## config.mk

```make
export PLATFORM = sky130hd
export DESIGN_NAME = mix_columns_seq
export DESIGN_NICKNAME = d
export VERILOG_FILES = /design/src/rtl/aes_gf_pkg.sv /design/src/rtl/mix_column_word.sv /design/src/rtl/mix_columns_seq.sv
export SDC_FILE = /design/constraint.sdc
export NUM_CORES = 1
export LEC_CHECK = 0
export CAP_MARGIN = 20
export CORE_ASPECT_RATIO = 1.75
export CORE_MARGIN = 10
export CORE_UTILIZATION = 40
export DETAILED_ROUTE_END_ITERATION = 10
export PLACE_DENSITY = 0.69
export SLEW_MARGIN = 20
export SYNTH_ARGS = -nofsm -noshare
export SYNTH_HDL_FRONTEND = slang
export SYNTH_HIERARCHICAL = 1
export SYNTH_SLANG_ARGS = --single-unit
```

## constraint.sdc

```tcl
create_clock -name clk -period 3.6 [get_ports clk]
set_input_delay 0.72 -clock clk [delete_from_list [all_inputs] [get_ports clk]]
set_output_delay 0.72 -clock clk [all_outputs]
set_load 0.01 [all_outputs]
```

## src/rtl/aes_gf_pkg.sv

```systemverilog
// ---------------------------------------------------------------------------
// aes_gf_pkg
//   Shared GF(2^8) helpers and constants for the AES column-mixing datapath.
//   Contents:
//     STATE_W / COL_W  : state and column widths (128 / 32)
//     POLY             : reduction byte for x^8+x^4+x^3+x+1
//     mix_state_e      : FSM states of the iterative engine
//     xtime            : multiply by x in GF(2^8)
//     get_byte         : row r of a 32-bit column (row 0 = MSB)
//     get_col/set_col  : column c of a 128-bit state (column 0 = MSBs)
// ---------------------------------------------------------------------------
package aes_gf_pkg;

  localparam int unsigned STATE_W = 128;
  localparam int unsigned COL_W   = 32;
  localparam logic [7:0]  POLY    = 8'h1B;

  typedef enum logic [1:0] {
    IDLE,
    BUSY,
    DONE
  } mix_state_e;

  function automatic logic [7:0] xtime(input logic [7:0] x,
                                       input logic [7:0] poly = POLY);
    return {x[6:0], 1'b0} ^ (x[7] ? poly : 8'h00);
  endfunction

  function automatic logic [7:0] get_byte(input logic [COL_W-1:0] col,
                                          input logic [1:0]       row);
    int unsigned top;
    top = COL_W - 1 - 8 * 32'(row);
    return col[top -: 8];
  endfunction

  function automatic logic [COL_W-1:0] get_col(input logic [STATE_W-1:0] s,
                                               input logic [1:0]         idx);
    int unsigned top;
    top = STATE_W - 1 - COL_W * 32'(idx);
    return s[top -: COL_W];
  endfunction

  function automatic logic [STATE_W-1:0] set_col(input logic [STATE_W-1:0] s,
                                                 input logic [1:0]         idx,
                                                 input logic [COL_W-1:0]   col);
    logic [STATE_W-1:0] r;
    int unsigned        top;
    r   = s;
    top = STATE_W - 1 - COL_W * 32'(idx);
    r[top -: COL_W] = col;
    return r;
  endfunction

endpackage

```

## src/rtl/mix_column_word.sv

```systemverilog
// ---------------------------------------------------------------------------
// mix_column_word
//   Combinational MixColumns of one 32-bit column (row 0 in bits 31:24).
//   Multiples are formed from xtime chains only (no lookup tables).
//   Optional macro MIX_INV_EN adds mode_inv and the InvMixColumns path.
//   Ports:
//     col_in   [31:0] in   column a0..a3
//     mode_inv        in   1 = InvMixColumns (only with MIX_INV_EN)
//     col_out  [31:0] out  mixed column b0..b3
// ---------------------------------------------------------------------------
module mix_column_word
  import aes_gf_pkg::*;
#(
  parameter logic [7:0] POLY = 8'h1B
) (
  input  logic [COL_W-1:0] col_in,
`ifdef MIX_INV_EN
  input  logic             mode_inv,
`endif
  output logic [COL_W-1:0] col_out
);

  logic [7:0]       a  [4];
  logic [7:0]       x2 [4];
  logic [7:0]       x3 [4];
  logic [COL_W-1:0] fwd_word;
`ifdef MIX_INV_EN
  logic [7:0]       x4 [4];
  logic [7:0]       x8 [4];
  logic [COL_W-1:0] inv_word;
`endif

  always_comb begin
    for (int unsigned r = 0; r < 4; r++) begin
      a[r]  = get_byte(col_in, 2'(r));
      x2[r] = xtime(a[r], POLY);
      x3[r] = x2[r] ^ a[r];
`ifdef MIX_INV_EN
      x4[r] = xtime(x2[r], POLY);
      x8[r] = xtime(x4[r], POLY);
`endif
    end
  end

  // Row r uses the circulant {2,3,1,1} starting at a[r].
  always_comb begin
    fwd_word = '0;
    for (int unsigned r = 0; r < 4; r++) begin
      fwd_word[31 - 8*r -: 8] = x2[r] ^ x3[(r + 1) & 3] ^ a[(r + 2) & 3] ^ a[(r + 3) & 3];
    end
  end

`ifdef MIX_INV_EN
  // Row r uses the circulant {14,11,13,9} starting at a[r]:
  // 14 = 8^4^2, 11 = 8^2^1, 13 = 8^4^1, 9 = 8^1.
  always_comb begin
    inv_word = '0;
    for (int unsigned r = 0; r < 4; r++) begin
      inv_word[31 - 8*r -: 8] =
          (x8[r]           ^ x4[r]           ^ x2[r])
        ^ (x8[(r + 1) & 3] ^ x2[(r + 1) & 3] ^ a[(r + 1) & 3])
        ^ (x8[(r + 2) & 3] ^ x4[(r + 2) & 3] ^ a[(r + 2) & 3])
        ^ (x8[(r + 3) & 3] ^ a[(r + 3) & 3]);
    end
  end

  assign col_out = mode_inv ? inv_word : fwd_word;
`else
  assign col_out = fwd_word;
`endif

endmodule

```

## src/rtl/mix_columns_seq.sv

```systemverilog
// ---------------------------------------------------------------------------
// mix_columns_seq
//   Iterative AES-128 MixColumns engine: one 32-bit column per clock,
//   4 cycles per state, valid/ready handshakes on both sides.
//   Optional macro MIX_INV_EN adds the mode_inv port (InvMixColumns).
//   Ports:
//     clk        in   rising-edge clock
//     rst_n      in   asynchronous active-low reset
//     in_valid   in   input state valid
//     in_ready   out  engine can accept a state (IDLE, or DONE with out_ready)
//     in_state   in   128-bit input state, byte 0 in bits 127:120
//     out_valid  out  mixed state available
//     out_ready  in   downstream accepts the mixed state
//     out_state  out  128-bit mixed state
//     mode_inv   in   1 selects InvMixColumns (only with MIX_INV_EN)
// ---------------------------------------------------------------------------
module mix_columns_seq
  import aes_gf_pkg::*;
#(
  parameter int unsigned NUM_COLS = 4,
  parameter logic [7:0]  POLY     = 8'h1B
) (
  input  logic               clk,
  input  logic               rst_n,
  input  logic               in_valid,
  output logic               in_ready,
  input  logic [STATE_W-1:0] in_state,
  output logic               out_valid,
  input  logic               out_ready,
  output logic [STATE_W-1:0] out_state
`ifdef MIX_INV_EN
  ,
  input  logic               mode_inv
`endif
);

  if (NUM_COLS != 4) begin : g_num_cols_check
    $error("mix_columns_seq: NUM_COLS must be 4 for AES-128");
  end

  mix_state_e         state;
  logic [1:0]         col_cnt;
  logic [STATE_W-1:0] work;
  logic [COL_W-1:0]   col_cur;
  logic [COL_W-1:0]   col_mixed;
  logic               accept;
`ifdef MIX_INV_EN
  logic               mode_r;
`endif

  assign col_cur = get_col(work, col_cnt);

  mix_column_word #(
    .POLY(POLY)
  ) u_mix_column_word (
    .col_in  (col_cur),
`ifdef MIX_INV_EN
    .mode_inv(mode_r),
`endif
    .col_out (col_mixed)
  );

  // Ready depends only on FSM state and out_ready, never on in_state.
  assign in_ready  = (state == IDLE) || ((state == DONE) && out_ready);
  assign accept    = in_ready && in_valid;
  assign out_state = work;

  always_ff @(posedge clk or negedge rst_n) begin
    if (!rst_n) begin
      state     <= IDLE;
      col_cnt   <= '0;
      work      <= '0;
      out_valid <= 1'b0;
`ifdef MIX_INV_EN
      mode_r    <= 1'b0;
`endif
    end else begin
      case (state)
        IDLE: begin
          if (accept) begin
            work    <= in_state;
            col_cnt <= '0;
            state   <= BUSY;
`ifdef MIX_INV_EN
            mode_r  <= mode_inv;
`endif
          end
        end

        BUSY: begin
          work    <= set_col(work, col_cnt, col_mixed);
          col_cnt <= col_cnt + 2'd1;
          if (col_cnt == 2'd3) begin
            state     <= DONE;
            out_valid <= 1'b1;
          end
        end

        DONE: begin
          if (out_ready) begin
            out_valid <= 1'b0;
            // Output transfer and next acceptance share this edge.
            if (in_valid) begin
              work    <= in_state;
              col_cnt <= '0;
              state   <= BUSY;
`ifdef MIX_INV_EN
              mode_r  <= mode_inv;
`endif
            end else begin
              state <= IDLE;
            end
          end
        end

        default: begin
          state     <= IDLE;
          col_cnt   <= '0;
          out_valid <= 1'b0;
        end
      endcase
    end
  end

endmodule

```

==> results.md <==
- Layout area overhead: 38.6%
- Root Driver: clkbuf_16
- Initial antenna violation count: 3
- Commonest non-fill, non-tap cell in the layout: clkdlybuf4s50_1
- Critical path required time: 3.91 ns
- Final slew viol count: 0
- Clock sinks: around 130
- Nets: 1004
- Flop and latch count out of synthesis: 133
- Slew headroom: between 40% and 50%
- GRT Total Usage: between 20% and 30%
- Clock Pin Slew Worst Setup and Hold Paths: ~0.060 ns
- Placed instance area: roughly 0.012 mm²
- Fin crit period: just over 3 ns
- FFs w/ async S/R, synth: 100%
- Share of post-route cells with drive strength above 1: between 20% and 30%
- WS Path Type: reg2reg
- CTS tree: yes
- Buffers on Ports: ~260
- Die height: approximately 220 µm
- Post-CTS Hold Buffers: 0
- Ys flop type: dfrtp_1
- First-pass GRT wire length: 51.7 mm
- Syn_area_per_cell: between 10 and 15 µm²
- CP endpoint kind: register
- DR WL/cell: 29.9 µm
- WL final: 35.4 mm
- Final HPWL DP: between 20 and 30 mm
- Fillcell total: between 1500 and 2000
- Final setup fails: 0
- Synthesized cell area: just over 0.009 mm²
- DRC viols: 0
- Routed Antenna Nets: 0
- # IOs: 262
- Pre-antenna DRT Iters: 5
- Total CTS buffers: 17
- Post-Layout Inst Area: between 0.01 and 0.015 mm²
- Synth area leaders: dfrtp_1 36%, mux2_4 12%, xnor3_1 8.1%, mux4_2 7.8%, a32o_1 7.2%
- Setup Fix Bufs, Post-CTS: 0
- Post-synth EDFFs: 0
- Max-cap check violation count: 0
- Largest net degree at the start of global routing: between 60 and 70
- R2R depth: 7
- Vias post-DR: around 7000
- Core Area: ~0.023 mm²
- Critical Path AT: between 3 and 4 ns
- Vias in the first global route: 7845
- Drt initial violations: between 500 and 600
- Syn_nets: between 700 and 800
- DIE AREA: around 0.030 mm²
- Skew final: ~0.013 ns
- Sequential area share after synthesis: 36.2%
- Dpl cells: around 1100
- Synth top area share: roughly 36%
- RSZ-0062 raised after global routing: false
- Synth Instances: 624
- Most frequent cells in the layout: 260 x clkdlybuf4s50_1, 131 x dfrtp_1, 74 x mux2_4, 65 x a32o_1, 54 x mux2_2
- Hold WS: about 0.17 ns
- Max clock buf depth: 2
- Fmax: 0.325 GHz
- Routability congestion estimate: roughly 0.9
- HP Class: in2async
- Hold Vio Cnt, Final: 0
- Worst-path fanout max: 18
- Setup crit start kind: register
- Tightest Pin Transition: 0.891 ns
- # H-tree levels: 4
- Post-DR vias/cell: ~6
- Post-synth top area cell: dfrtp_1
- Status: complete, no violations
- Setup tns final: 0 ns
- Yosys warning count: 6
- Post-CTS resize count: 0
- Post-layout instance count excluding filler cells: between 1000 and 1500
- Clock latency on the worst-skew pair: about 0.44 ns
- Unique masters post-synth: 38
- GRT overflow: 0
- Starting density of the core: a little over 40%
- Tcrit/Tclk final: a little under nine tenths
- Die Width: about 130 µm
- Row Count: 73
==> area by class of cell <==
class | instances | area (µm²) | share of cell area, %
Sequential cell | 133 | 3330 | 26.1
Inverter | 3 | 11.3 | 0.0883
Multi-Input combinational cell | 423 | 5480 | 42.9
Tap cell | 300 | 375 | 2.94
Timing Repair Buffer | 290 | 2930 | 23.0
Antenna cell | 3 | 7.51 | 0.0589
Clock inverter | 12 | 151 | 1.19
Clock buffer | 20 | 467 | 3.66
==> state kept, by name (all words and copies together), names as in the netlist <==
register and count:
out_valid 1, out_state 128, state 2, col_cnt 2
==> cells by family (layout without fill, tap and decap cells) <==
family                     count (synthesis)  in the layout  synth area share, %
buffers and inverters                     68            325                 4.47
and+or+nand+nor                           48             48                 4.18
xor gates and xnor gates                  73             73                 14.1
muxes                                    160            160                 26.5
other                                      0              3                    0
adders and majority gates                  4              4                0.544
DFF                                      133            133                 36.2
AOI/OAI and AO/OA                        138            138                 14.0
==> metrics by stage <==
step                      utilization (%)  setup slack [ns]
final                                56.3             0.527
after detailed placement             53.5             0.510
after CTS                            56.3             0.508
after floorplan                         -             0.546
after global placement               53.5             0.542
after global routing                 56.3             0.346
==> synth_stat cells, types with 2 or more instances <==
library cell  count
buf_4             8
buf_6            15
clkbuf_1         29
mux4_2           32
o21ai_0           2
xnor3_1          33
and2_1            2
nand3b_1          7
buf_2            11
a22o_1           52
dfrtp_1         133
xor2_1           12
xnor2_1          12
buf_1             2
a32o_2            3
nand2_1           3
nor2_1            2
inv_1             2
xnor2_2           5
xor3_1            9
mux2_4           74
a32o_1           66
mux2_2           54
o2bb2ai_1        12
and3b_1          28
ha_1              4
==> critical path, stage by stage, from the launching register on <==
cell and delay [ns]:
dfrtp_2 0.38, buf_4 0.34, mux4_2 0.67, xnor2_2 0.40
xnor3_1 0.46, and3b_1 0.21, a22o_1 0.20, mux2_2 0.26
==> worst paths after layout <==
check                                start        endpoint  slack, ns
worst max-delay path            col_cnt[0]  out_state[115]       0.53
worst min-delay path                 rst_n   out_state[77]       0.17
worst max register to register  col_cnt[0]  out_state[115]       0.53
worst min register to register   out_valid       out_valid       0.52
max in group asynchronous            rst_n   out_state[73]       2.62
min in group clk                 out_valid       out_valid       0.52
==> routing by layer <==
| layer | wire [µm] | GRT usage, % | part of all wire [%] | vias up |
|---|---|---|---|---|
| met4 | 1910 | 14.3 | 5.4 | 0 |
| met5 | 0 | 0 | 0 | - |
| met1 | 12500 | 24.5 | 35 | 3699 |
| li1 | - | - | - | 2985 |
| met2 | 19200 | 42.0 | 54 | 301 |
| met3 | 1760 | 4.88 | 5.0 | 91 |
Power is not shown: default switching activity piles up to over one toggle a cycle in this logic, so the estimate is an artifact.
